File: config.mk
export PLATFORM = sky130hd
export DESIGN_NAME = sdram_sample_stream
export DESIGN_NICKNAME = d
export VERILOG_FILES = /design/src/rtl/sdram_sample_stream.sv
export SDC_FILE = /design/constraint.sdc
export NUM_CORES = 1
export LEC_CHECK = 0
export CORE_UTILIZATION = 53
export CTS_CLUSTER_SIZE = 20
export DETAILED_ROUTE_END_ITERATION = 12
export PLACE_DENSITY = 0.89
export SETUP_SLACK_MARGIN = 0.02
export SLEW_MARGIN = 20
export SYNTH_ARGS = -nofsm -noshare
export SYNTH_HDL_FRONTEND = slang
export SYNTH_SLANG_ARGS = --single-unit
File: constraint.sdc
create_clock -name i_clk -period 4.5 [get_ports i_clk]
set_input_delay 1.35 -clock i_clk [delete_from_list [all_inputs] [get_ports i_clk]]
set_output_delay 1.35 -clock i_clk [all_outputs]
set_load 0.005 [all_outputs]
File: src/rtl/sdram_sample_stream.sv
// sdram_sample_stream: packs 16-bit samples into 32-bit SDRAM words for record, unpacks them on playback.
// Define SAMPLE_STREAM_STATUS_EN to build the sticky o_overrun / o_underrun flags.
module sdram_sample_stream #(
   parameter int                ADDR_W    = 23,
   parameter logic [ADDR_W-1:0] MAX_WORDS = 23'h7FFFFF
) (
   input  logic              i_clk,
   input  logic              i_rst_n,
   input  logic              i_rec_start,
   input  logic              i_play_start,
   input  logic              i_stop,
   input  logic              i_loop,
   input  logic              i_rec_valid,
   input  logic [15:0]       i_rec_sample,
   input  logic              i_play_req,
   output logic [15:0]       o_play_sample,
   output logic              o_play_valid,
   output logic              o_play_done,
   output logic              o_busy,
   output logic [ADDR_W-1:0] o_rec_words,
   output logic              o_overrun,
   output logic              o_underrun,
   output logic [ADDR_W-1:0] o_sdram_addr,
   output logic              o_sdram_read,
   output logic              o_sdram_write,
   output logic [31:0]       o_sdram_writedata,
   input  logic [31:0]       i_sdram_readdata,
   input  logic              i_sdram_finished
);
   typedef enum logic [2:0] {IDLE, REC, REC_FLUSH, PLAY, PLAY_STOP} state_t;
   state_t state, state_nxt;
   logic [ADDR_W-1:0] addr, nxt_addr;
   logic [15:0] pack;
   logic [31:0] rd_buf;
   logic have_half, buf_valid, half;
   logic wr_fin, rd_fin, rec_go, play_go, take, serve, adv, at_end, play_end, flush_wr;

   always_ff @(posedge i_clk or negedge i_rst_n) begin
      if (!i_rst_n) state <= IDLE;
      else state <= state_nxt;
   end

   always_comb begin
      state_nxt = state;
      case (state)
         IDLE:      state_nxt = rec_go ? REC : (play_go && o_rec_words != '0) ? PLAY : IDLE;
         REC:       state_nxt = (i_stop || (wr_fin && nxt_addr == MAX_WORDS)) ? REC_FLUSH : REC;
         REC_FLUSH: state_nxt = (!o_sdram_write && !have_half) ? IDLE : REC_FLUSH;
         PLAY:      state_nxt = play_end ? IDLE : i_stop ? PLAY_STOP : PLAY;
         PLAY_STOP: state_nxt = (!o_sdram_read || i_sdram_finished) ? IDLE : PLAY_STOP;
         default:   state_nxt = IDLE;
      endcase
   end

   always_comb begin
      o_busy   = state != IDLE;
      wr_fin   = o_sdram_write && i_sdram_finished;
      rd_fin   = o_sdram_read && i_sdram_finished;
      rec_go   = state == IDLE && i_rec_start;
      play_go  = state == IDLE && i_play_start && !i_rec_start;
      take     = state == REC && i_rec_valid;
      serve    = state == PLAY && i_play_req;
      adv      = serve && buf_valid && half;
      nxt_addr = addr + ADDR_W'(1);
      at_end   = nxt_addr == o_rec_words;
      play_end = adv && at_end && !i_loop;
      flush_wr = state == REC_FLUSH && !o_sdram_write && have_half;
   end

   always_ff @(posedge i_clk or negedge i_rst_n) begin
      if (!i_rst_n) begin
         addr              <= '0;
         o_rec_words       <= '0;
         pack              <= '0;
         have_half         <= 1'b0;
         rd_buf            <= '0;
         buf_valid         <= 1'b0;
         half              <= 1'b0;
         o_play_sample     <= '0;
         o_play_valid      <= 1'b0;
         o_play_done       <= 1'b0;
         o_sdram_addr      <= '0;
         o_sdram_read      <= 1'b0;
         o_sdram_write     <= 1'b0;
         o_sdram_writedata <= '0;
      end else begin
         o_play_valid <= 1'b0;
         o_play_done  <= 1'b0;
         if (wr_fin) begin
            o_sdram_write <= 1'b0;
            addr          <= nxt_addr;
            o_rec_words   <= o_rec_words + ADDR_W'(1);
         end
         if (rd_fin) begin
            o_sdram_read <= 1'b0;
            rd_buf       <= i_sdram_readdata;
            buf_valid    <= 1'b1;
            half         <= 1'b0;
         end
         if (rec_go) begin
            addr        <= '0;
            o_rec_words <= '0;
            have_half   <= 1'b0;
         end
         if (play_go) begin
            addr      <= '0;
            buf_valid <= 1'b0;
            half      <= 1'b0;
            if (o_rec_words == '0) o_play_done <= 1'b1;
            else begin
               o_sdram_addr <= '0;
               o_sdram_read <= 1'b1;
            end
         end
         // a word completing while the previous write is still on the bus is dropped
         if (take) begin
            have_half <= !have_half;
            if (!have_half) pack <= i_rec_sample;
            else if (!o_sdram_write) begin
               o_sdram_write     <= 1'b1;
               o_sdram_writedata <= {i_rec_sample, pack};
               o_sdram_addr      <= addr;
            end
         end
         if (flush_wr) begin
            o_sdram_write     <= 1'b1;
            o_sdram_writedata <= {16'h0000, pack};
            o_sdram_addr      <= addr;
            have_half         <= 1'b0;
         end
         if (serve) begin
            o_play_valid  <= 1'b1;
            o_play_sample <= !buf_valid ? 16'h0000 : half ? rd_buf[31:16] : rd_buf[15:0];
            half          <= buf_valid && !half;
            if (adv) begin
               buf_valid <= 1'b0;
               if (play_end) o_play_done <= 1'b1;
               else begin
                  addr         <= at_end ? '0 : nxt_addr;
                  o_sdram_addr <= at_end ? '0 : nxt_addr;
                  o_sdram_read <= 1'b1;
               end
            end
         end
      end
   end

`ifdef SAMPLE_STREAM_STATUS_EN
   always_ff @(posedge i_clk or negedge i_rst_n) begin
      if (!i_rst_n) begin
         o_overrun  <= 1'b0;
         o_underrun <= 1'b0;
      end else if (state == IDLE && (i_rec_start || i_play_start)) begin
         o_overrun  <= 1'b0;
         o_underrun <= 1'b0;
      end else begin
         if (take && have_half && o_sdram_write) o_overrun <= 1'b1;
         if (serve && !buf_valid) o_underrun <= 1'b1;
      end
   end
`else
   assign o_overrun  = 1'b0;
   assign o_underrun = 1'b0;
`endif
endmodule

== After elaboration in Yosys (flattened, before gate mapping) ==
Index checks and enable logic that the tools add are counted.
Storage, ports and cells
  output and inout bits: 101
  register bits: 175
Cells by class
  reduce and logical (&&, ||, !) cells: 36
  bitwise operators: 1
  eq/ne operators: 7
  $add $sub $neg: 2
  multiplexer cells: 59
Operators by type and width (count)
  23-bit two-way mux: 18
  32-bit two-way mux: 4
  23-bit by 1-bit adder with 23-bit output, second input constant: 2
  16-bit two-way mux: 2
  1-bit two-way mux: 27
  23-bit equality test: 1
  23-bit equality test, second input constant: 1
  23-bit logical NOT: 1
  23-bit nonzero test: 1
  1-bit logical AND: 17
  3-bit case mux with 5 select lines: 1
  3-bit two-way mux: 3
  3-bit nonzero test: 3
  2-bit two-way mux: 4
  3-bit by 2-bit equality test with 1-bit output, second input constant: 2
  1-bit logical NOT: 6
  2-bit nonzero test: 3
  3-bit by 1-bit equality test with 1-bit output, second input constant: 1
  3-bit equality test, second input constant: 1
  3-bit logical NOT: 1
  3-bit AND reduction: 1
  1-bit logical OR: 2
  2-bit by 1-bit != test with 1-bit output, second input constant: 1
  2-bit AND reduction: 1
  1-bit inverter: 1

== Longest topological paths before layout ==
Gate-level depths: netlist of the first run.
  depth in word-level cells: 11
  gate-level depth with buffers: 13
  gate-level depth less buffers: 11

== Worst setup path after synthesis of the first run ==
No wires, ideal clock.
  kind: input to register
  start point: in i_sdram_finished
  end point: reg state[0]
  required time: 4.375 ns
  arrival time: 3.165 ns
  buffers on the path: 0
  stages: 8
  setup slack: 1.210 ns
  path through: nand2_1 > or4_1 > a211o_1 > a211o_1 > a2111oi_0 > a31o_2 > nand2b_1 > nand3_1
Between the ends
  cells in the longest elaborated chain, start to end: 5
RTL lines
  start, declared: line 28  | input logic i_sdram_finished
  1-bit logical AND: line 57  | wr_fin = o_sdram_write && i_sdram_finished;
  1-bit logical AND: line 47  | REC: state_nxt = (i_stop || (wr_fin && nxt_addr == MAX_WORDS)) ? REC_FLUSH : REC;
  1-bit logical OR: line 47
  2-bit two-way mux: line 47
  3-bit case mux with 5 select lines: line 45  | case (state)
  named net state_nxt[0]: line 31  | state_t state, state_nxt;
  end signal, assigned: line 40  | else state <= state_nxt;
  end, declared: line 31
The timed path passes the listed nets, and every way through them passes these cells.
A chain may end at the register's enable or synchronous reset.

== Worst setup path in the final report of the first run ==
  start point: reg addr[4]
  end point: reg addr[5]
Between the ends
  cells in the longest elaborated chain, start to end: 7
RTL lines
  start, declared: line 32  | logic [ADDR_W-1:0] addr, nxt_addr;
  start signal, assigned: line 91  | addr <= nxt_addr;
  start signal, assigned: line 139  | addr <= at_end ? '0 : nxt_addr;
  23-bit by 1-bit adder with 23-bit output (*): line 64  | nxt_addr = addr + ADDR_W'(1);
  23-bit equality test / 23-bit two-way mux (equally long branches): line 65, 89
  1-bit logical AND / 23-bit two-way mux (equally long branches): line 66, 100
  1-bit logical AND / 23-bit two-way mux (equally long branches): line 66, 105
  23-bit two-way mux: line 137  | if (play_end) o_play_done <= 1'b1;
  23-bit two-way mux: line 135  | if (adv) begin
  23-bit two-way mux (*): line 131  | if (serve) begin
Every way passes the cells marked *; elsewhere a longest branch is shown, timed or not.

==> summary.txt, run 1 <==
Worst setup path
  – Crit end category: flip-flop
  – Worst r2r src: addr[4]$_DFF_PN0_
  – WS Path Type: flip-flop to flip-flop
  – Crit path launch: addr[4]$_DFF_PN0_
  – R2R depth: 10
  – Crit path max fanout: 29
  – Crit start category: flip-flop
  – Worst Path Required: 4.82 ns
  – Critical Path AT: 4.18 ns
  – Setup slack, reg-to-reg: 0.64 ns
  – Reg2reg end: addr[5]$_DFF_PN0_

Floorplanning
  – Cell Rows: 46
  – Chip Width: 132 um
  – Die area: 17300 sq um
  – Core ar.: 16100 sq um
  – Die Y: 132 um
  – Io pins: 158
  – Initial core utilization: 0.552

Status
  – Status: finished clean

Clocking
  – CTS root buf: clkbuf_16
  – Clk slew on worst S/H paths: 0.07 ns
  – H-tree Lvls: 4
  – Max Root-Sink Buffers: 2
  – Clk sinks: 175
  – Num CTS Buffers: 17
  – Post-CTS sizing: 0
  – Post CTS Setup Buffer Count: 0
  – Hold buffers post-CTS: 0
  – Worst-skew pair later-pin latency: 0.44 ns
  – TritonCTS clock tree: built

Hold path
  – Hold Path Cell Cnt: 2
  – Hold_sp: o_sdram_writedata[18]$_DFFE_PN0P_
  – Hold endpoint: o_sdram_writedata[18]$_DFFE_PN0P_
  – Hold Crit Class: flip-flop to flip-flop

STA
  – Hold_ws: 0.467 ns
  – Unrepaired setup endpoints after global routing: false
  – FMAX: 0.259 GHz
  – Final min period: 3.86 ns
  – Final worst path period share: 0.858
  – Tightest Pin Transition: 0.893 ns
  – Final hold viol count: 0
  – Fin Setup TNS: 0 ns
  – Slew headroom: 0.405
  – Final Skew: 0.0112 ns
  – Fin. max-slew vios: 0
  – Setup violators final: 0

Final layout
  – Fill count: 1176
  – Post-route insts no fill: 1257
  – Layout cells sized above 1: 0.135
  – Synth-to-layout area growth: 25.7%
  – ANT cells: 0
  – Final Cell Area: 11200 sq um
  – Fin nets: 1089

Global route
  – Routing usage on met3: 0.0494
  – Remaining global-route overflow: 0
  – Total Routing Usage GR: 0.293
  – GR Layer Usage met1: 0.395
  – GR peak layer: met2
  – First-pass GRT wire length: 39700 um
  – Initial antenna violation count: 0
  – Vias in the first global route: 7429
  – Pin count of the biggest net entering global routing: 71
  – Met2 Usage GRT: 0.460

Detailed routing
  – DRC viols: 0
  – Via/cell ratio: 5.99
  – Via Count: 7531
  – ANT nets after route: 0
  – Wire per inst: 19.5 um
  – Drt pass-1 iters: 6
  – Routed wire length: 24600 um
  – Number of DRC markers in iteration 0: 676

Place
  – # placed instances: 1225
  – Port Buffers: 155
  – Placer Congestion: 1.03
  – Final HPWL DP: 16900 um
  – Post-DP Area: 10600 sq um

Yosys
  – Post-Syn Instances: 899
  – Synth top area share: 0.493
  – Yosys top cell by area: dfrtp_1
  – FF+latch count, synth: 175
  – Top post-synthesis cells by count: dfrtp_1 (175), nand2_1 (167), mux2_2 (65)
  – Async S/R FF share, synth: 1.00
  – Count of cell types in the netlist: 69
  – Yosys warning total: 0
  – Post-synth EDFFs: 0
  – Dominant synthesized flop cell: dfrtp_1
  – Post-Syn Area: 8890 sq um
  – Sequential area share after synthesis: 0.493
  – Top-count cell post-synth: dfrtp_1
  – Dominant cells by area after synthesis: dfrtp_1 (49%), mux2_2 (8.2%), nand2_1 (7.1%)
  – Syn Area/Cell: 9.89 sq um

Power
  – Worst vdd ir: 0.317 mV
  – Power Density: 488 nW/um^2
  – Leak: 0.00497 uW
  – Tot Pwr: 5450 uW

Run
  – Total of max-cap violations: 0
## final cells by class
| class | count | area [sq um] | share of cell area |
|---|---|---|---|
| clock buffer | 17 | 425 | 0.0381 |
| clock inverter | 15 | 188 | 0.0168 |
| inverter | 19 | 71.3 | 0.00638 |
| multi-input combinational | 644 | 4160 | 0.372 |
| sequential | 175 | 4380 | 0.392 |
| tap | 216 | 270 | 0.0242 |
| timing repair buffer | 171 | 1690 | 0.151 |
## kinds of logic (layout without fill, tap and decap cells)
group / Yosys count / in the layout / synth area share
DFF: 175 / 175 / 0.493
AOI/OAI and AO/OA: 152 / 152 / 0.123
xor gates and xnor gates: 37 / 37 / 0.0395
adders and majority gates: 4 / 4 / 0.00563
other: 1 / 2 / 0.000422
buffers and inverters: 81 / 222 / 0.0408
and+or+nand+nor: 383 / 383 / 0.214
muxes: 66 / 66 / 0.0835
## placed cells by master (no fill, tap or decap), types with 18 or more instances in the layout
| master | instances |
|---|---|
| a21oi_1 | 49 |
| clkdlybuf4s50_1 | 154 |
| nor2_1 | 35 |
| nand3_1 | 58 |
| nand2_1 | 167 |
| dfrtp_1 | 175 |
| inv_1 | 18 |
| xnor2_1 | 19 |
| mux2_2 | 65 |
| a221o_1 | 18 |
| and3_1 | 19 |
## where the power goes
part / internal [uW] / switching (uW) / total [uW]
Clock: 755 / 737 / 1490
Combinational: 872 / 761 / 1630
Sequential: 2010 / 317 / 2330
Total: 3640 / 1810 / 5450
## worst max path at each step
stage	cells past startpoint	slack, ns	end
after global routing	9	0.49	addr[3]$_DFF_PN0_
after CTS	10	0.78	addr[5]$_DFF_PN0_
after detailed placement	9	0.55	state[0]$_DFF_PN0_
after floorplan	8	1.21	state[0]$_DFF_PN0_
final	10	0.64	addr[5]$_DFF_PN0_
after global placement	9	0.64	state[0]$_DFF_PN0_
## sequential cells by signal, indices dropped and copies added (netlist names)
| register | cells |
|---|---|
| o_sdram_writedata | 32 |
| addr | 23 |
| o_sdram_addr | 23 |
| rd_buf | 32 |
| half | 1 |
| o_sdram_write | 1 |
| have_half | 1 |
| o_sdram_read | 1 |
| o_play_done | 1 |
| o_play_valid | 1 |
| pack | 16 |
| state | 3 |
| buf_valid | 1 |
| o_play_sample | 16 |
| o_rec_words | 23 |
## worst max-delay path, cell delays in order (launching register included)
cell,delay [ns]
dfrtp_1,0.64
nand4_4,0.33
nor4_1,0.76
nand4_1,0.28
and3_1,0.27
nor4_1,0.22
and4_4,0.32
or2_1,0.11
buf_4,0.31
nand2_1,0.30
o221a_1,0.21
## per-layer routing
metal,routed length (um),vias to the layer above
li1,-,3456
met1,10100,3670
met2,11800,354
met3,1890,51
met4,788,0
met5,0,-
## stage by stage
step           setup slack (ns)   util
4_1_cts                   0.775  0.693
2_1_floorplan              1.21      -
5_1_grt                   0.489  0.693
3_5_place_dp              0.549  0.655
6_report                  0.638  0.693
3_3_place_gp              0.642  0.655
Note: power is estimated with default switching activity, not from simulation.
==> inputs of run 2 (changes only) <==
- RECOVER_POWER: unset -> 100
==> run 2 against run 1 <==
Effect of this change: the run now ends with capacitance limit, slew limit left; critical path depth rose by 1; utilization fell by 0.27 points; maximum frequency fell by 0.14%; cell count did not move; total power fell by 1.9%; global-route usage did not move; clock power barely moved; sequential share of layout area rose by 0.15 points; worst setup slack got worse by 0.0054 ns; via count rose by 0.35%; critical path type unchanged; critical endpoint unchanged.
==> summary.txt, run 2 (same netlist as run 1, synthesis figures left out) <==
Status
  – Status: complete, but fails checks
  – Failing checks: capacitance limit, slew limit

Floorplanning
  – Die Y: 132 um
  – Chip Width: 132 um
  – Cell Rows: 46
  – Io pins: 158
  – Core ar.: 16100 sq um
  – Initial core utilization: 0.552
  – Die area: 17300 sq um

Clocking
  – Hold buffers post-CTS: 0
  – H-tree Lvls: 4
  – Worst-skew pair later-pin latency: 0.44 ns
  – Max Root-Sink Buffers: 2
  – Num CTS Buffers: 17
  – Clk sinks: 175
  – Post CTS Setup Buffer Count: 0
  – Clk slew on worst S/H paths: 0.07 ns
  – CTS root buf: clkbuf_16
  – Post-CTS sizing: 0
  – TritonCTS clock tree: built

Worst setup path
  – Crit path max fanout: 29
  – Setup slack, reg-to-reg: 0.63 ns
  – Worst r2r src: addr[1]$_DFF_PN0_
  – Crit path launch: addr[1]$_DFF_PN0_
  – Worst path cell trace: ha_1 > and3_1 > nand4_1 > a32o_1 > a2111oi_0 > and4_1 > and4_1 > or2_1 > buf_4 > nand2_1 > o221a_1
  – Crit start category: flip-flop
  – WS Path Type: flip-flop to flip-flop
  – Crit end category: flip-flop
  – Reg2reg end: addr[5]$_DFF_PN0_
  – Critical Path AT: 4.19 ns
  – R2R depth: 11
  – CP most frequent cell: and4_1
  – Critical-path top delay cell: dfrtp_1
  – Worst Path Required: 4.82 ns
  – CP Capture Point: addr[5]$_DFF_PN0_
  – Crit path largest cell delay: 0.51 ns

Detailed routing
  – ANT nets after route: 0
  – Via Count: 7557
  – Number of DRC markers in iteration 0: 738
  – Drt pass-1 iters: 5
  – Wire per inst: 19.5 um
  – Via/cell ratio: 6.01
  – Routed wire length: 24500 um
  – DRC viols: 0

Final layout
  – Register area: 4380 sq um
  – Area of the multi-input gates: 4150 sq um
  – ANT cells: 0
  – Commonest cells after routing, fill and taps aside: dfrtp_1 (175), nand2_1 (167), dlygate4sd3_1 (103), mux2_2 (65), nand3_1 (58)
  – Regs by FF count: o_sdram_writedata (32), rd_buf (32)
  – Fin nets: 1089
  – Layout cells sized above 1: 0.127
  – Fill count: 1185
  – Synth-to-layout area growth: 25.2%
  – Post-route insts no fill: 1257
  – Most common cell after layout, fill and taps aside: dfrtp_1

STA
  – FMAX: 0.259 GHz
  – Setup violators final: 0
  – Final min period: 3.87 ns
  – Tightest Pin Transition: 1.83 ns
  – Unrepaired setup endpoints after global routing: false
  – Fin. max-slew vios: 102
  – Slew headroom: -0.222
  – Final hold viol count: 0
  – Final Skew: 0.0117 ns
  – Final worst path period share: 0.860
  – Fin Setup TNS: 0 ns

Hold path
  – Hold Crit Class: flip-flop to flip-flop

Global route
  – Initial antenna violation count: 0
  – Pin count of the biggest net entering global routing: 71
  – GR peak layer: met2
  – Vias in the first global route: 7429
  – Met2 Usage GRT: 0.460
  – First-pass GRT wire length: 39700 um
  – Remaining global-route overflow: 0
  – Total Routing Usage GR: 0.293
  – GR Layer Usage met1: 0.395
  – Routing usage on met3: 0.0494

Power
  – Leak: 0.00522 uW
  – Worst vdd ir: 0.317 mV
  – Power Density: 480 nW/um^2

Place
  – Placer Congestion: 1.03
  – Port Buffers: 155
  – Final HPWL DP: 16900 um
  – # placed instances: 1225

Run
  – Total of max-cap violations: 2
[run 2: cell count changes in the layout (fill, tap and decap cells not counted), sizes merged]
cell           previous run  this run
dlygate4sd3               0       103
buf                      17         8
clkdlybuf4s50           154        51
clkbuf                   17        26
[run 2: area by class of cell]
| cell class | count | area share |
|---|---|---|
| inverter | 19 | 0.00641 |
| sequential | 175 | 0.393 |
| multi-input combinational | 644 | 0.373 |
| timing repair buffer | 171 | 0.148 |
| tap | 216 | 0.0243 |
| clock inverter | 15 | 0.0169 |
| clock buffer | 17 | 0.0382 |
[run 2: power by group]
group          switching [uW]  leakage [uW]  internal (uW)
logic                     764       0.00261            777
registers                 305       0.00231           2010
clock network             735      0.000298            755
total                    1800       0.00522           3540
[run 2: per-stage QoR]
| step | instance area [sq um] | worst slack, ns | power, uW | hold WS (ns) | utilization |
|---|---|---|---|---|---|
| finish | 11100 | 0.632 | 5350 | 0.461 | 0.691 |
| CTS | 11200 | 0.775 | 5470 | 0.473 | 0.693 |
| floorplan | 8890 | 1.21 | 3140 | 0.435 | - |
| global placement | 10600 | 0.642 | 3870 | 0.440 | 0.655 |
| detailed placement | 10600 | 0.549 | 3960 | 0.452 | 0.655 |
| global route | 11100 | 0.321 | 5610 | 0.499 | 0.691 |
[run 2: how the worst min path moves through the flow]
stage,startpoint,slack [ns],end,cells past startpoint
2_1_floorplan,pack[0]$_DFFE_PN0P_,0.43,o_sdram_writedata[0]$_DFFE_PN0P_,2
3_3_place_gp,pack[1]$_DFFE_PN0P_,0.44,o_sdram_writedata[1]$_DFFE_PN0P_,2
3_5_place_dp,pack[7]$_DFFE_PN0P_,0.45,o_sdram_writedata[7]$_DFFE_PN0P_,2
4_1_cts,o_sdram_writedata[18]$_DFFE_PN0P_,0.47,o_sdram_writedata[18]$_DFFE_PN0P_,2
5_1_grt,o_sdram_writedata[10]$_DFFE_PN0P_,0.50,o_sdram_writedata[10]$_DFFE_PN0P_,2
6_report,o_sdram_writedata[18]$_DFFE_PN0P_,0.46,o_sdram_writedata[18]$_DFFE_PN0P_,2
[run 2: critical path: cells and delay by family, from the launching register on]
kind | cells | cell delay [ns]
simple gates | 6 | 1.65
compound gates | 3 | 0.87
flops | 1 | 0.51
fa+ha+maj | 1 | 0.38
buf+inv | 1 | 0.31
[run 2: routing by layer]
layer	routed length [um]	share of wire
met1	10300	0.42
met2	11800	0.48
met3	1690	0.069
met4	802	0.033
met5	0	0
==> inputs of run 3 (changes only) <==
- SLEW_MARGIN: 20 -> unset
==> results of run 3 <==
The final DEF is identical to that of run 2; final timing and power are the same.
